==> src/rtl/seg_mux_decoder.sv <==
// Decodes a multiplexed active-low 6-digit 7-segment bus back into a 24-bit hex number.
// Inputs are synchronized, debounced by dwell count, and assembled into complete frames.
module seg_mux_decoder #(
    parameter int STABLE  = 2,
    parameter int TIMEOUT = 1024
) (
    input  logic        clk,
    input  logic        rst_n,
    input  logic [7:0]  seg_leds,
    input  logic [5:0]  seg_nCS,
    output logic [23:0] number,
    output logic        number_valid,
    output logic        frame_done,
    output logic        code_err,
    output logic        sel_err
);
    localparam logic [4:0]  STAB_LD = 5'(STABLE);
    localparam logic [15:0] TO_LD   = 16'(TIMEOUT);

    logic [7:0]       r_leds_m, r_leds_s;
    logic [5:0]       r_cs_m, r_cs_s;
    logic [4:0]       r_stab;
    logic [15:0]      r_to_cnt;
    logic [5:0][3:0]  r_shadow;
    logic [5:0]       r_mask;
    logic [23:0]      r_number;
    logic             r_valid, r_frame_done, r_code_err, r_sel_err;

    logic             w_change, w_eval, w_blank, w_sel_ok, w_code_ok;
    logic             w_accept, w_full, w_timeout;
    logic [2:0]       w_dig;
    logic [3:0]       w_nib;

    always_ff @(posedge clk or negedge rst_n) begin
        if (!rst_n) begin
            r_leds_m <= '1;
            r_leds_s <= '1;
            r_cs_m   <= '1;
            r_cs_s   <= '1;
        end else begin
            r_leds_m <= seg_leds;
            r_leds_s <= r_leds_m;
            r_cs_m   <= seg_nCS;
            r_cs_s   <= r_cs_m;
        end
    end

    // r_stab counts how long the value about to land in the _s stage has been held.
    assign w_change = {r_cs_m, r_leds_m} != {r_cs_s, r_leds_s};

    always_ff @(posedge clk or negedge rst_n) begin
        if (!rst_n)
            r_stab <= '0;
        else if (w_change)
            r_stab <= 5'd1;
        else if (r_stab != 5'd31)
            r_stab <= r_stab + 5'd1;
    end

    assign w_eval = (r_stab == STAB_LD);

    always_comb begin
        w_dig    = 3'd0;
        w_sel_ok = 1'b1;
        w_blank  = 1'b0;
        case (r_cs_s)
            6'b011111: w_dig = 3'd0;
            6'b101111: w_dig = 3'd1;
            6'b110111: w_dig = 3'd2;
            6'b111011: w_dig = 3'd3;
            6'b111101: w_dig = 3'd4;
            6'b111110: w_dig = 3'd5;
            6'b111111: begin w_blank = 1'b1; w_sel_ok = 1'b0; end
            default:   w_sel_ok = 1'b0;
        endcase
    end

    always_comb begin
        w_nib     = 4'h0;
        w_code_ok = 1'b1;
        case (r_leds_s[6:0])
            7'h40: w_nib = 4'h0;
            7'h79: w_nib = 4'h1;
            7'h24: w_nib = 4'h2;
            7'h30: w_nib = 4'h3;
            7'h19: w_nib = 4'h4;
            7'h12: w_nib = 4'h5;
            7'h02: w_nib = 4'h6;
            7'h78: w_nib = 4'h7;
            7'h00: w_nib = 4'h8;
            7'h10: w_nib = 4'h9;
            7'h08: w_nib = 4'hA;
            7'h03: w_nib = 4'hB;
            7'h46: w_nib = 4'hC;
            7'h21: w_nib = 4'hD;
            7'h06: w_nib = 4'hE;
            7'h0E: w_nib = 4'hF;
            default: w_code_ok = 1'b0;
        endcase
    end

    assign w_accept  = w_eval && w_sel_ok && w_code_ok;
    assign w_full    = &r_mask;
    assign w_timeout = (r_to_cnt == 16'd1) && !w_accept;

    always_ff @(posedge clk or negedge rst_n) begin
        if (!rst_n)
            r_to_cnt <= '0;
        else if (w_accept)
            r_to_cnt <= TO_LD;
        else if (r_to_cnt != 16'd0)
            r_to_cnt <= r_to_cnt - 16'd1;
    end

    always_ff @(posedge clk or negedge rst_n) begin
        if (!rst_n) begin
            r_shadow     <= '0;
            r_mask       <= '0;
            r_number     <= '0;
            r_valid      <= 1'b0;
            r_frame_done <= 1'b0;
            r_code_err   <= 1'b0;
            r_sel_err    <= 1'b0;
        end else begin
            r_frame_done <= 1'b0;
            r_code_err   <= 1'b0;
            r_sel_err    <= 1'b0;
            if (w_full) begin
                r_mask       <= '0;
                r_number     <= r_shadow;
                r_frame_done <= 1'b1;
                r_valid      <= 1'b1;
            end else if (w_timeout) begin
                r_valid <= 1'b0;
            end
            // A digit landing on the completion cycle starts the next frame.
            if (w_eval && !w_blank) begin
                if (w_sel_ok && w_code_ok) begin
                    r_shadow[w_dig] <= w_nib;
                    r_mask[w_dig]   <= 1'b1;
                end else if (w_sel_ok) begin
                    r_code_err <= 1'b1;
                    r_mask     <= '0;
                end else begin
                    r_sel_err <= 1'b1;
                    r_mask    <= '0;
                end
            end
        end
    end

    assign number       = r_number;
    assign number_valid = r_valid;
    assign frame_done   = r_frame_done;
    assign code_err     = r_code_err;
    assign sel_err      = r_sel_err;

endmodule

==> config.mk <==
export PLATFORM = sky130hd
export DESIGN_NAME = seg_mux_decoder
export DESIGN_NICKNAME = d
export VERILOG_FILES = /design/src/rtl/seg_mux_decoder.sv
export SDC_FILE = /design/constraint.sdc
export NUM_CORES = 1
export LEC_CHECK = 0
export CORE_MARGIN = 2
export CORE_UTILIZATION = 53
export CTS_BUF_LIST = sky130_fd_sc_hd__clkbuf_2
export DETAILED_ROUTE_END_ITERATION = 10
export GPL_TIMING_DRIVEN = 0
export PLACE_DENSITY = 0.71
export SYNTH_ARGS = -nofsm -noshare
export SYNTH_HDL_FRONTEND = slang
export SYNTH_SLANG_ARGS = --single-unit
==> constraint.sdc <==
create_clock -name clk -period 2.55 [get_ports clk]
set_clock_uncertainty 0.1 [all_clocks]
set_input_delay 0.255 -clock clk [delete_from_list [all_inputs] [get_ports clk]]
set_output_delay 0.255 -clock clk [all_outputs]
set_load 0.005 [all_outputs]
==> impl_metrics.env <==
export IMPL_timing_critical_path_mode_cell="buf_4"
export IMPL_placed_cells_incl_taps=620
export IMPL_flip_flop_and_latch_count_after_synthesis=107
export IMPL_grt_first_pass_wirelength_um=16800
export IMPL_period_needed_ns=2.48
export IMPL_outcome="finished, final reports clean"
export IMPL_r2r_setup_slack_ns=0.07
export IMPL_final_nets=544
export IMPL_setup_repair_after_global_routing_missed_its_margin="false"
export IMPL_finalWirelength_um=9700
export IMPL_slew_violations=0
export IMPL_worst_setup_path_type="reg -> reg"
export IMPL_postPlaceCellArea_sq_mm=0.00568
export IMPL_diodes=0
export IMPL_timing_critical_path_required_ns=3.02
export IMPL_overflow_after_grt=0
export IMPL_synth_edf_count=0
export IMPL_growth_of_design_area_from_synthesis_to_finish_pct=19.1
export IMPL_worst_slew_margin_rel_pct=48.7
export IMPL_cts_buffers_inserted=9
export IMPL_initial_antenna_violation_count=0
export IMPL_timing_final_setup_violations=0
export IMPL_critPathBufInv=3
export IMPL_synth_nets=469
export IMPL_die_width_um=102
export IMPL_num_fill_cells=783
export IMPL_worst_path_largest_cell_delay_ns=0.61
export IMPL_critical_path_cell_sequence="clkbuf_4 -> nor2_1 -> a21oi_1 -> o41ai_4 -> buf_4 -> buf_4 -> o31ai_4 -> mux2_2"
export IMPL_routabilityCongestion=0.872
export IMPL_register_area_share_after_synthesis_pct=53.6
export IMPL_post_synth_inst_count=447
export IMPL_cts_tree="built"
export IMPL_worst_r2r_path_depth=8
export IMPL_detail_route_wl_per_cell_um=14.8
export IMPL_route_detailed_vias_per_inst=5.38
export IMPL_cpLargestDelayFamily="compound AO/OA/AOI/OAI gates"
export IMPL_htree_num_levels=3
export IMPL_ant_nets=0
export IMPL_synth_distinct_cells=73
export IMPL_synth_async_sr_flop_share_pct=100
export IMPL_critPathLaunchType="flop"
export IMPL_finalSetupTns_ns=0
export IMPL_end_kind="flop"
export IMPL_drive_above_1_share_pct=21.4
export IMPL_timing_final_hold_violations=0
export IMPL_worst_hold_path_endpoint="r_leds_s[0]"
export IMPL_placeableCoreArea_sq_mm=0.00924
export IMPL_remaining_drc_errors=0
export IMPL_syn_avg_cell_area_sq_um=11.3
export IMPL_maxCapViolCount=0
export IMPL_detailedPlacementHpwl_um=6850
export IMPL_finalCritPeriodShare_pct=97.2
export IMPL_drt_initial_drc_count=121
export IMPL_cp_max_fo=10
export IMPL_detailroute_via_count=3528
export IMPL_floorplan_initialDensity_pct=54.7
export IMPL_max_freq_mhz=404
export IMPL_dr_pass1_iters=4
export IMPL_layout_commonest_cell="nand2_1"
export IMPL_vias_in_the_first_global_route=3571
export IMPL_ioPinCount=44
export IMPL_io_buffer_count=43
export IMPL_synth_flop_cell="dfrtp_1"
export IMPL_crit_reg2reg_capture="r_shadow[20]"
export IMPL_clock_sinks=107
export IMPL_stdcell_count=656
export IMPL_finish_instance_area_sq_mm=0.00603
export IMPL_power_leakage_nw=2.78
export IMPL_hold_path_startpoint="r_leds_m[0]"
export IMPL_ctsLongestPathBuffers=2
export IMPL_grt_usage_pct=20.6
export IMPL_worstPathArrival_ns=2.95
export IMPL_slowest_stage="dfstp_2"
export IMPL_most_common_layout_cells="nand2_1, dfrtp_1, clkdlybuf4s50_1"
export IMPL_syn_area_sq_mm=0.00506
export IMPL_largest_net_degree_at_the_start_of_global_routing=69
export IMPL_clock_tree_root_cell="clkbuf_2"
export IMPL_worst_pin_slew_ns=0.765
export IMPL_die_y_um=102
export IMPL_yosysWarningCount=0
export IMPL_fp_row_count=35
export IMPL_hp_class="reg -> reg"
export IMPL_cts_reportedPaths_clkPinSlew_ns=0.34
export IMPL_clock_insertion_delay_worst_skew_ns=0.60
export IMPL_die_area_sq_mm=0.0103
export IMPL_r2r_start="r_leds_s[1]"
export IMPL_vdd_drop_max_mv=0.260
export IMPL_min_path_cells=0
export IMPL_power_density_cell_area_mw_per_mm2=462
-- cells in the mapped netlist, types with 3 or more instances --
cell type,n,share of area (%)
a22oi_1,3,0.45
buf_2,8,0.79
nor3_1,11,1.1
dfrtp_1,79,39
mux2_2,16,3.6
mux2_4,4,1.2
clkbuf_1,8,0.59
nor2_1,29,2.2
dfstp_2,28,15
xnor2_1,8,1.4
nand3b_1,3,0.45
a311oi_4,3,1.6
mux2_1,6,1.3
nor4_1,4,0.49
ha_1,6,1.5
nand3_1,8,0.79
a21oi_1,16,1.6
nand2_1,85,6.3
o211ai_1,8,1.2
or3_1,4,0.49
xor2_1,24,4.2
o21ai_0,6,0.59
nand4_1,7,0.87
inv_1,8,0.59
nand4b_1,4,0.69
buf_4,4,0.59
and3_1,3,0.37
-- power breakdown --
group          total, mW  switching [mW]  internal [mW]
sequential          1.76          0.0202           1.74
combinational      0.212           0.118         0.0947
clock              0.807           0.636          0.171
-- worst max path at each step --
stage,startpoint,endpoint,slack [ns],cells past startpoint
detailed placement,r_cs_s[1],r_shadow[8],-0.08,6
global placement,rst_n,number[9],-2.69,1
finish,r_leds_s[1],r_shadow[20],0.07,8
floorplan,r_leds_s[1],r_shadow[12],0.33,6
global route,r_leds_s[4],r_shadow[12],0.02,5
CTS,r_leds_s[1],r_shadow[20],0.004,8
-- sequential cells by signal, indices dropped and copies added (netlist names) --
| register | count |
|---|---|
| r_leds_m | 8 |
| r_shadow | 24 |
| number_valid | 1 |
| sel_err | 1 |
| r_cs_s | 6 |
| r_stab | 5 |
| number | 24 |
| r_to_cnt | 16 |
| code_err | 1 |
| frame_done | 1 |
| r_mask | 6 |
| r_cs_m | 6 |
| r_leds_s | 8 |
-- repair_timing --
item | 4_1_cts | 5_1_grt
setup buffers | 4 | 0
pin swaps | 1 | 1
resized for setup | 1 | 5
endpoints found under the setup margin | 7 | 18
endpoints found under the hold margin | 121 | 0
hold buffers | 17 | 0
-- per-layer routing --
layer / up-vias / GRT usage, % / share of wire [%]
li1: 1719 / - / -
met1: 1747 / 27.5 / 46
met2: 50 / 34.7 / 50
met3: 12 / 4.42 / 2.7
met4: 0 / 4.78 / 1.2
met5: - / 0 / 0
-- metrics by stage --
step	total power [mW]	hold slack [ns]	util, %	setup WS, ns
global placement	1.97	0.262	61.2	-2.69
detailed placement	1.98	0.155	61.4	-0.0789
finish	2.78	0.292	65.2	0.0720
floorplan	1.89	-0.141	-	0.331
global route	2.91	0.295	65.2	0.0171
CTS	2.82	0.293	65.0	0.00377
-- cell type report --
| class | instances | area (sq um) | share of cell area [%] |
|---|---|---|---|
| sequential | 107 | 2710 | 45.0 |
| clock buffer | 9 | 45.0 | 0.748 |
| tap | 129 | 161 | 2.68 |
| clock inverter | 7 | 78.8 | 1.31 |
| timing repair buffer | 65 | 656 | 10.9 |
| buffer | 21 | 121 | 2.01 |
| multi-input combinational | 309 | 2220 | 36.8 |
| inverter | 9 | 33.8 | 0.561 |
-- kinds of logic (layout without fill, tap and decap cells) --
family          after synthesis  count (layout)  synth area share [%]
flops                       107             107                  53.6
fa+ha+maj                     7               7                  1.68
simple gates                178             178                  17.9
xor+xnor                     32              32                  5.54
compound gates               64              64                  11.7
mux                          28              28                  6.48
buf+inv                      31             111                  3.09
No activity file was read; power rests on OpenSTA's default activity.
